[src/rtl/mult_div_unit.sv]
// Multi-cycle integer multiply/divide unit with architectural HI/LO registers.
// Radix-2 shift-add multiply and restoring divide on operand magnitudes, sign fix-up at the end.
module mult_div_unit #(
   parameter int unsigned WIDTH = 32,
   parameter int unsigned CNT_W = 6
) (
   input  logic             clk,
   input  logic             rst_n,
   input  logic             start,
   input  logic [2:0]       op,
   input  logic [WIDTH-1:0] rs_data,
   input  logic [WIDTH-1:0] rt_data,
   input  logic             flush,
   output logic             busy,
   output logic             done,
   output logic [WIDTH-1:0] hi,
   output logic [WIDTH-1:0] lo
);

   localparam logic [1:0] StIdle = 2'd0;
   localparam logic [1:0] StCalc = 2'd1;
   localparam logic [1:0] StFix  = 2'd2;

   logic [1:0]       state_q, state_d;
   logic [CNT_W-1:0] cnt_q, cnt_d;
   logic [WIDTH-1:0] acc_q, acc_d;
   logic [WIDTH-1:0] q_q, q_d;
   logic [WIDTH-1:0] b_q, b_d;
   logic [WIDTH-1:0] hi_q, hi_d;
   logic [WIDTH-1:0] lo_q, lo_d;
   logic             is_div_q, is_div_d;
   logic             neg_lo_q, neg_lo_d;
   logic             neg_hi_q, neg_hi_d;
   logic             div0_q, div0_d;
   logic             done_q, done_d;

   logic             rs_neg, rt_neg;
   logic [WIDTH-1:0] rs_mag, rt_mag;
   logic [WIDTH:0]   mul_sum, div_shift, div_diff;
   logic [2*WIDTH-1:0] prod, prod_fix;

   always_comb begin
      rs_neg = ~op[0] & rs_data[WIDTH-1];
      rt_neg = ~op[0] & rt_data[WIDTH-1];
      rs_mag = rs_neg ? (~rs_data + WIDTH'(1)) : rs_data;
      rt_mag = rt_neg ? (~rt_data + WIDTH'(1)) : rt_data;
      // acc holds the running high half (multiply) or partial remainder (divide)
      mul_sum   = {1'b0, acc_q} + (q_q[0] ? {1'b0, b_q} : {(WIDTH+1){1'b0}});
      div_shift = {acc_q, q_q[WIDTH-1]};
      div_diff  = div_shift - {1'b0, b_q};
      prod      = {acc_q, q_q};
      prod_fix  = neg_lo_q ? (~prod + (2*WIDTH)'(1)) : prod;
   end

   always_comb begin
      state_d  = state_q;
      cnt_d    = cnt_q;
      acc_d    = acc_q;
      q_d      = q_q;
      b_d      = b_q;
      hi_d     = hi_q;
      lo_d     = lo_q;
      is_div_d = is_div_q;
      neg_lo_d = neg_lo_q;
      neg_hi_d = neg_hi_q;
      div0_d   = div0_q;
      done_d   = 1'b0;
      case (state_q)
         StIdle: begin
            if (start && !flush) begin
               case (op)
                  3'b000, 3'b001, 3'b010, 3'b011: begin
                     acc_d    = '0;
                     q_d      = rs_mag;
                     b_d      = rt_mag;
                     is_div_d = op[1];
                     neg_lo_d = rs_neg ^ rt_neg;
                     neg_hi_d = rs_neg;
                     div0_d   = op[1] & (rt_data == '0);
                     cnt_d    = '0;
                     state_d  = StCalc;
                  end
                  3'b100:  hi_d = rs_data;
                  3'b101:  lo_d = rs_data;
                  default: ;
               endcase
            end
         end
         StCalc: begin
            if (flush) begin
               state_d = StIdle;
            end else begin
               if (is_div_q) begin
                  if (!div_diff[WIDTH]) begin
                     acc_d = div_diff[WIDTH-1:0];
                     q_d   = {q_q[WIDTH-2:0], 1'b1};
                  end else begin
                     acc_d = div_shift[WIDTH-1:0];
                     q_d   = {q_q[WIDTH-2:0], 1'b0};
                  end
               end else begin
                  acc_d = mul_sum[WIDTH:1];
                  q_d   = {mul_sum[0], q_q[WIDTH-1:1]};
               end
               cnt_d = cnt_q + CNT_W'(1);
               if (cnt_q == CNT_W'(WIDTH - 1)) state_d = StFix;
            end
         end
         StFix: begin
            state_d = StIdle;
            if (!flush) begin
               done_d = 1'b1;
               if (is_div_q) begin
                  // divide by zero yields all-ones quotient; remainder path already equals rs
                  lo_d = div0_q ? '1 : (neg_lo_q ? (~q_q + WIDTH'(1)) : q_q);
                  hi_d = neg_hi_q ? (~acc_q + WIDTH'(1)) : acc_q;
               end else begin
                  hi_d = prod_fix[2*WIDTH-1:WIDTH];
                  lo_d = prod_fix[WIDTH-1:0];
               end
            end
         end
         default: state_d = StIdle;
      endcase
   end

   always_ff @(posedge clk or negedge rst_n) begin
      if (!rst_n) begin
         state_q  <= StIdle;
         cnt_q    <= '0;
         acc_q    <= '0;
         q_q      <= '0;
         b_q      <= '0;
         hi_q     <= '0;
         lo_q     <= '0;
         is_div_q <= 1'b0;
         neg_lo_q <= 1'b0;
         neg_hi_q <= 1'b0;
         div0_q   <= 1'b0;
         done_q   <= 1'b0;
      end else begin
         state_q  <= state_d;
         cnt_q    <= cnt_d;
         acc_q    <= acc_d;
         q_q      <= q_d;
         b_q      <= b_d;
         hi_q     <= hi_d;
         lo_q     <= lo_d;
         is_div_q <= is_div_d;
         neg_lo_q <= neg_lo_d;
         neg_hi_q <= neg_hi_d;
         div0_q   <= div0_d;
         done_q   <= done_d;
      end
   end

   assign busy = (state_q != StIdle);
   assign done = done_q;
   assign hi   = hi_q;
   assign lo   = lo_q;

endmodule

[config.mk]
export PLATFORM = sky130hd
export DESIGN_NAME = mult_div_unit
export DESIGN_NICKNAME = d
export VERILOG_FILES = /design/src/rtl/mult_div_unit.sv
export SDC_FILE = /design/constraint.sdc
export NUM_CORES = 1
export LEC_CHECK = 0
export BUFFER_PORTS_ARGS = -buffer_cell sky130_fd_sc_hd__buf_2
export CAP_MARGIN = 20
export CORE_ASPECT_RATIO = 1.75
export CORE_MARGIN = 2
export CORE_UTILIZATION = 40
export DETAILED_ROUTE_END_ITERATION = 12
export HOLD_SLACK_MARGIN = 0.03
export PLACE_DENSITY_LB_ADDON = 0.2
export REMOVE_ABC_BUFFERS = 1
export SYNTH_ARGS = -nofsm -noshare
export SYNTH_HDL_FRONTEND = slang
export SYNTH_SLANG_ARGS = --single-unit
[constraint.sdc]
create_clock -name clk -period 5.95 [get_ports clk]
set_clock_uncertainty 0.15 [all_clocks]
set_input_delay 0.2975 -clock clk [delete_from_list [all_inputs] [get_ports clk]]
set_output_delay 0.2975 -clock clk [all_outputs]
set_load 0.03 [all_outputs]
==> summary.txt <==
Routing
  • Total Routed Length: 51200 um
  • Avg WL per Cell: 20.8 um
  • Vias per inst: 5.86
  • Via count: 14400
  • DRT Pass-1 Iters: 5
  • DRT antenna net count: 0
  • DRC viols: 0
  • DR iter-0 viols: 954

Yosys
  • Synth Warn #: 0
  • EDFF count, synth: 0
  • Register area share after synthesis: 0.295
  • Top_reg_cell synth: dfrtp_1
  • Synth async-reset ratio: 1.00
  • Yosys cell types: 70
  • Synthesized flop and latch total: 173
  • Synthesized cell area: 14700 sq um
  • Mean Syn Cell Area: 7.76 sq um
  • Synth Instances: 1895

Clock tree
  • Clock latency on the worst-skew pair: 0.46 ns
  • Reg clk slew, reported paths: 0.07 ns
  • Root buf cell: clkbuf_16
  • Htree depth: 4
  • Num Clock Sinks: 173
  • Num CTS Buffers: 17
  • Resized Gates After CTS: 0
  • CTS tree: built
  • Clk buf depth: 2

Power and ir drop
  • Clock power share: 0.156
  • Peak supply drop: 0.000177 V
  • Sequential power share: 0.254
  • Internal power: 3.99 mW
  • Cell Pwr Density: 477 nW/um^2
  • Pleak: 7.48 nW
  • Psw: 3.95 mW
  • Comb pwr share: 0.589
  • Sw Ratio: 0.497

Floorplan
  • Site Rows: 92
  • Die Height: 258 um
  • Initial Util: 0.407
  • Die width: 149 um
  • Ports: 137
  • Core ar.: 36100 sq um
  • Die area: 38400 sq um

Final layout
  • FF/Latch Area: 4330 sq um
  • Layout fillers: 3709
  • Area grow syn2layout: 13.3%
  • Multi-input gate area: 9730 sq um
  • Layout cells sized above 1: 0.106
  • Final nets: 2122
  • Finished Core Util: 0.461

Global routing
  • Pin count of the biggest net entering global routing: 127
  • Congestion Overflow GR: 0
  • Initial antenna violation count: 1
  • Vias in the first global route: 14400
  • First-pass GRT wire length: 79300 um
  • Total track usage: 0.265

Critical path
  • Crit start category: flip-flop
  • CP arrival: 4.57 ns
  • Peak fanout along the critical path: 12
  • Crit path kind: reg -> reg
  • Critical Path RT: 6.12 ns
  • Crit end category: flip-flop

Timing
  • Final Hold Vio Count: 0
  • Fin crit period: 4.40 ns
  • Final worst-path cycle share: 0.739
  • Hold WS: 0.0373 ns
  • Max Fclk: 227 MHz
  • Setup violators final: 0
  • Worst Tran Pin Value: 0.990 ns
  • RSZ-0062 raised after global routing: no
  • Final worst slack: 1.55 ns
  • Total negative slack: 0 ns
  • Headroom to the max-slew limit: 0.340
  • Final Max Slew Viols: 0

Placement
  • Placer congestion estimate: 0.974
  • DP Wirelength: 39200 um
  • Worst slack, placed: 1.60 ns
  • IO buf count: 136

Run
  • Max cap viols: 0

Hold path
  • Hold WC Path Type: in -> reg

Status
  • Status: complete, no violations
[metrics by stage]
step	power, mW	instance area, sq um	std cells
2_1_floorplan	5.21	14200	1776
3_3_place_gp	6.60	15800	2403
3_5_place_dp	6.63	15800	2403
4_1_cts	7.89	16600	2462
6_report	7.94	16600	2463
5_1_grt	8.45	16600	2462
[cell usage after synthesis (21+ instances only)]
master	instances	area [sq um]
a31oi_1	21	131
nor4_1	22	138
dfrtp_1	173	4330
xnor2_1	114	998
nand2_1	260	976
mux2i_1	66	661
xor2_1	61	534
o31ai_1	23	173
nor2_1	135	507
inv_1	64	240
a21o_1	38	285
a21oi_1	109	546
ha_1	69	863
nand2b_1	24	150
o21ai_0	150	751
clkbuf_1	103	387
o21ai_1	93	465
o22ai_1	38	238
nor3_1	40	200
nand3_1	27	135
[cells by family after synthesis]
group / Yosys count / synth area share
AND/OR/NAND/NOR: 625 / 0.197
AO/OA/AOI/OAI: 602 / 0.251
buffers and inverters: 183 / 0.0470
XOR/XNOR: 175 / 0.104
flip-flops: 173 / 0.295
adder cells (fa/ha/maj): 71 / 0.0615
multiplexers: 66 / 0.0449
[placed cells by master (no fill, tap or decap), drive strengths merged, types with 5 or more instances in the layout]
cell type / synthesis / layout
a211oi: 11 / 11
nor2: 135 / 135
nand2b: 24 / 24
or4: 14 / 14
buf: 15 / 157
o21a: 8 / 8
or3: 18 / 18
a2111oi: 5 / 5
inv: 64 / 66
ha: 69 / 69
dlygate4sd3: 0 / 28
o21bai: 12 / 12
nor2b: 13 / 13
o41ai: 13 / 13
dfrtp: 173 / 173
a21oi: 109 / 109
nor4: 22 / 22
a21o: 38 / 38
xor2: 61 / 61
and2: 11 / 11
xnor2: 114 / 114
o211ai: 18 / 18
a31o: 5 / 5
nand3b: 6 / 6
nor3: 40 / 40
and3: 18 / 18
o22ai: 38 / 38
clkbuf: 104 / 22
o31ai: 24 / 24
or2: 8 / 8
a31oi: 21 / 21
nand4: 19 / 19
o21ai: 243 / 243
mux2i: 66 / 66
a22oi: 15 / 15
nand3: 27 / 27
nand2: 260 / 260
o221ai: 7 / 7
[power groups by stage]
| stage | clock network, mW | logic [mW] | registers [mW] |
|---|---|---|---|
| final | 1.24 | 4.68 | 2.02 |
| after floorplan | 0 | 3.16 | 2.05 |
| after CTS | 1.25 | 4.63 | 2.01 |
| after global routing | 1.29 | 5.10 | 2.06 |
| after detailed placement | 0 | 4.60 | 2.03 |
| after global placement | 0 | 4.57 | 2.03 |
[cell type report]
cell class              count  area share
multi-input cells        1539       0.585
flip-flops and latches    173       0.260
repair buffers            185      0.0683
well taps                 470      0.0353
clock buffers              22      0.0273
inverters                  64      0.0144
clock inverters             9     0.00962
diodes                      1    0.000150
[worst max-delay path, stage by stage (launching register included)]
cell and delay (ns):
dfrtp_1 0.44, inv_1 0.16, ha_1 0.26, fa_1 0.41, nor2b_1 0.19, o2111ai_1 0.16, nand4_1 0.22, a31oi_1 0.18
o21ai_1 0.40, a21boi_1 0.36, nor2_2 0.63, buf_4 0.35, mux2i_1 0.21, o221ai_1 0.13
[state kept, by name, summed over array words and instances, names as in the netlist]
name	count
acc_q	32
b_q	32
cnt_q	6
div0_q	1
done	1
hi	32
is_div_q	1
lo	32
neg_hi_q	1
neg_lo_q	1
q_q	32
state_q	2
[path summary, 6_finish.rpt]
kind / startpoint / to / slack (ns) / cells past startpoint
max: q_q[31] / acc_q[13] / 1.55 / 13
min: rt_data[10] / b_q[10] / 0.04 / 3
max reg2reg: q_q[31] / acc_q[13] / 1.55 / 13
min reg2reg: lo[8] / lo[8] / 0.32 / 2
max in group asynchronous: rst_n / q_q[20] / 4.30 / 3
min in group asynchronous: rst_n / hi[3] / 0.19 / 2
[metal layers]
layer  up-vias  wire (um)  share of wire  GRT usage
met5         -          0              0          0
li1       6965          -              -          -
met2       467      27100           0.53      0.499
met1      6838      18900           0.37      0.277
met4         0       3180          0.062      0.158
met3       164       2020          0.039     0.0329
[what timing repair did]
| action | 4_1_cts | 5_1_grt |
|---|---|---|
| setup endpoints to repair | 0 | 0 |
| hold buffers | 28 | 0 |
| endpoints found under the hold margin | 73 | 0 |
| setup buffers | 0 | 0 |
Power figures use the tool's default switching activity.
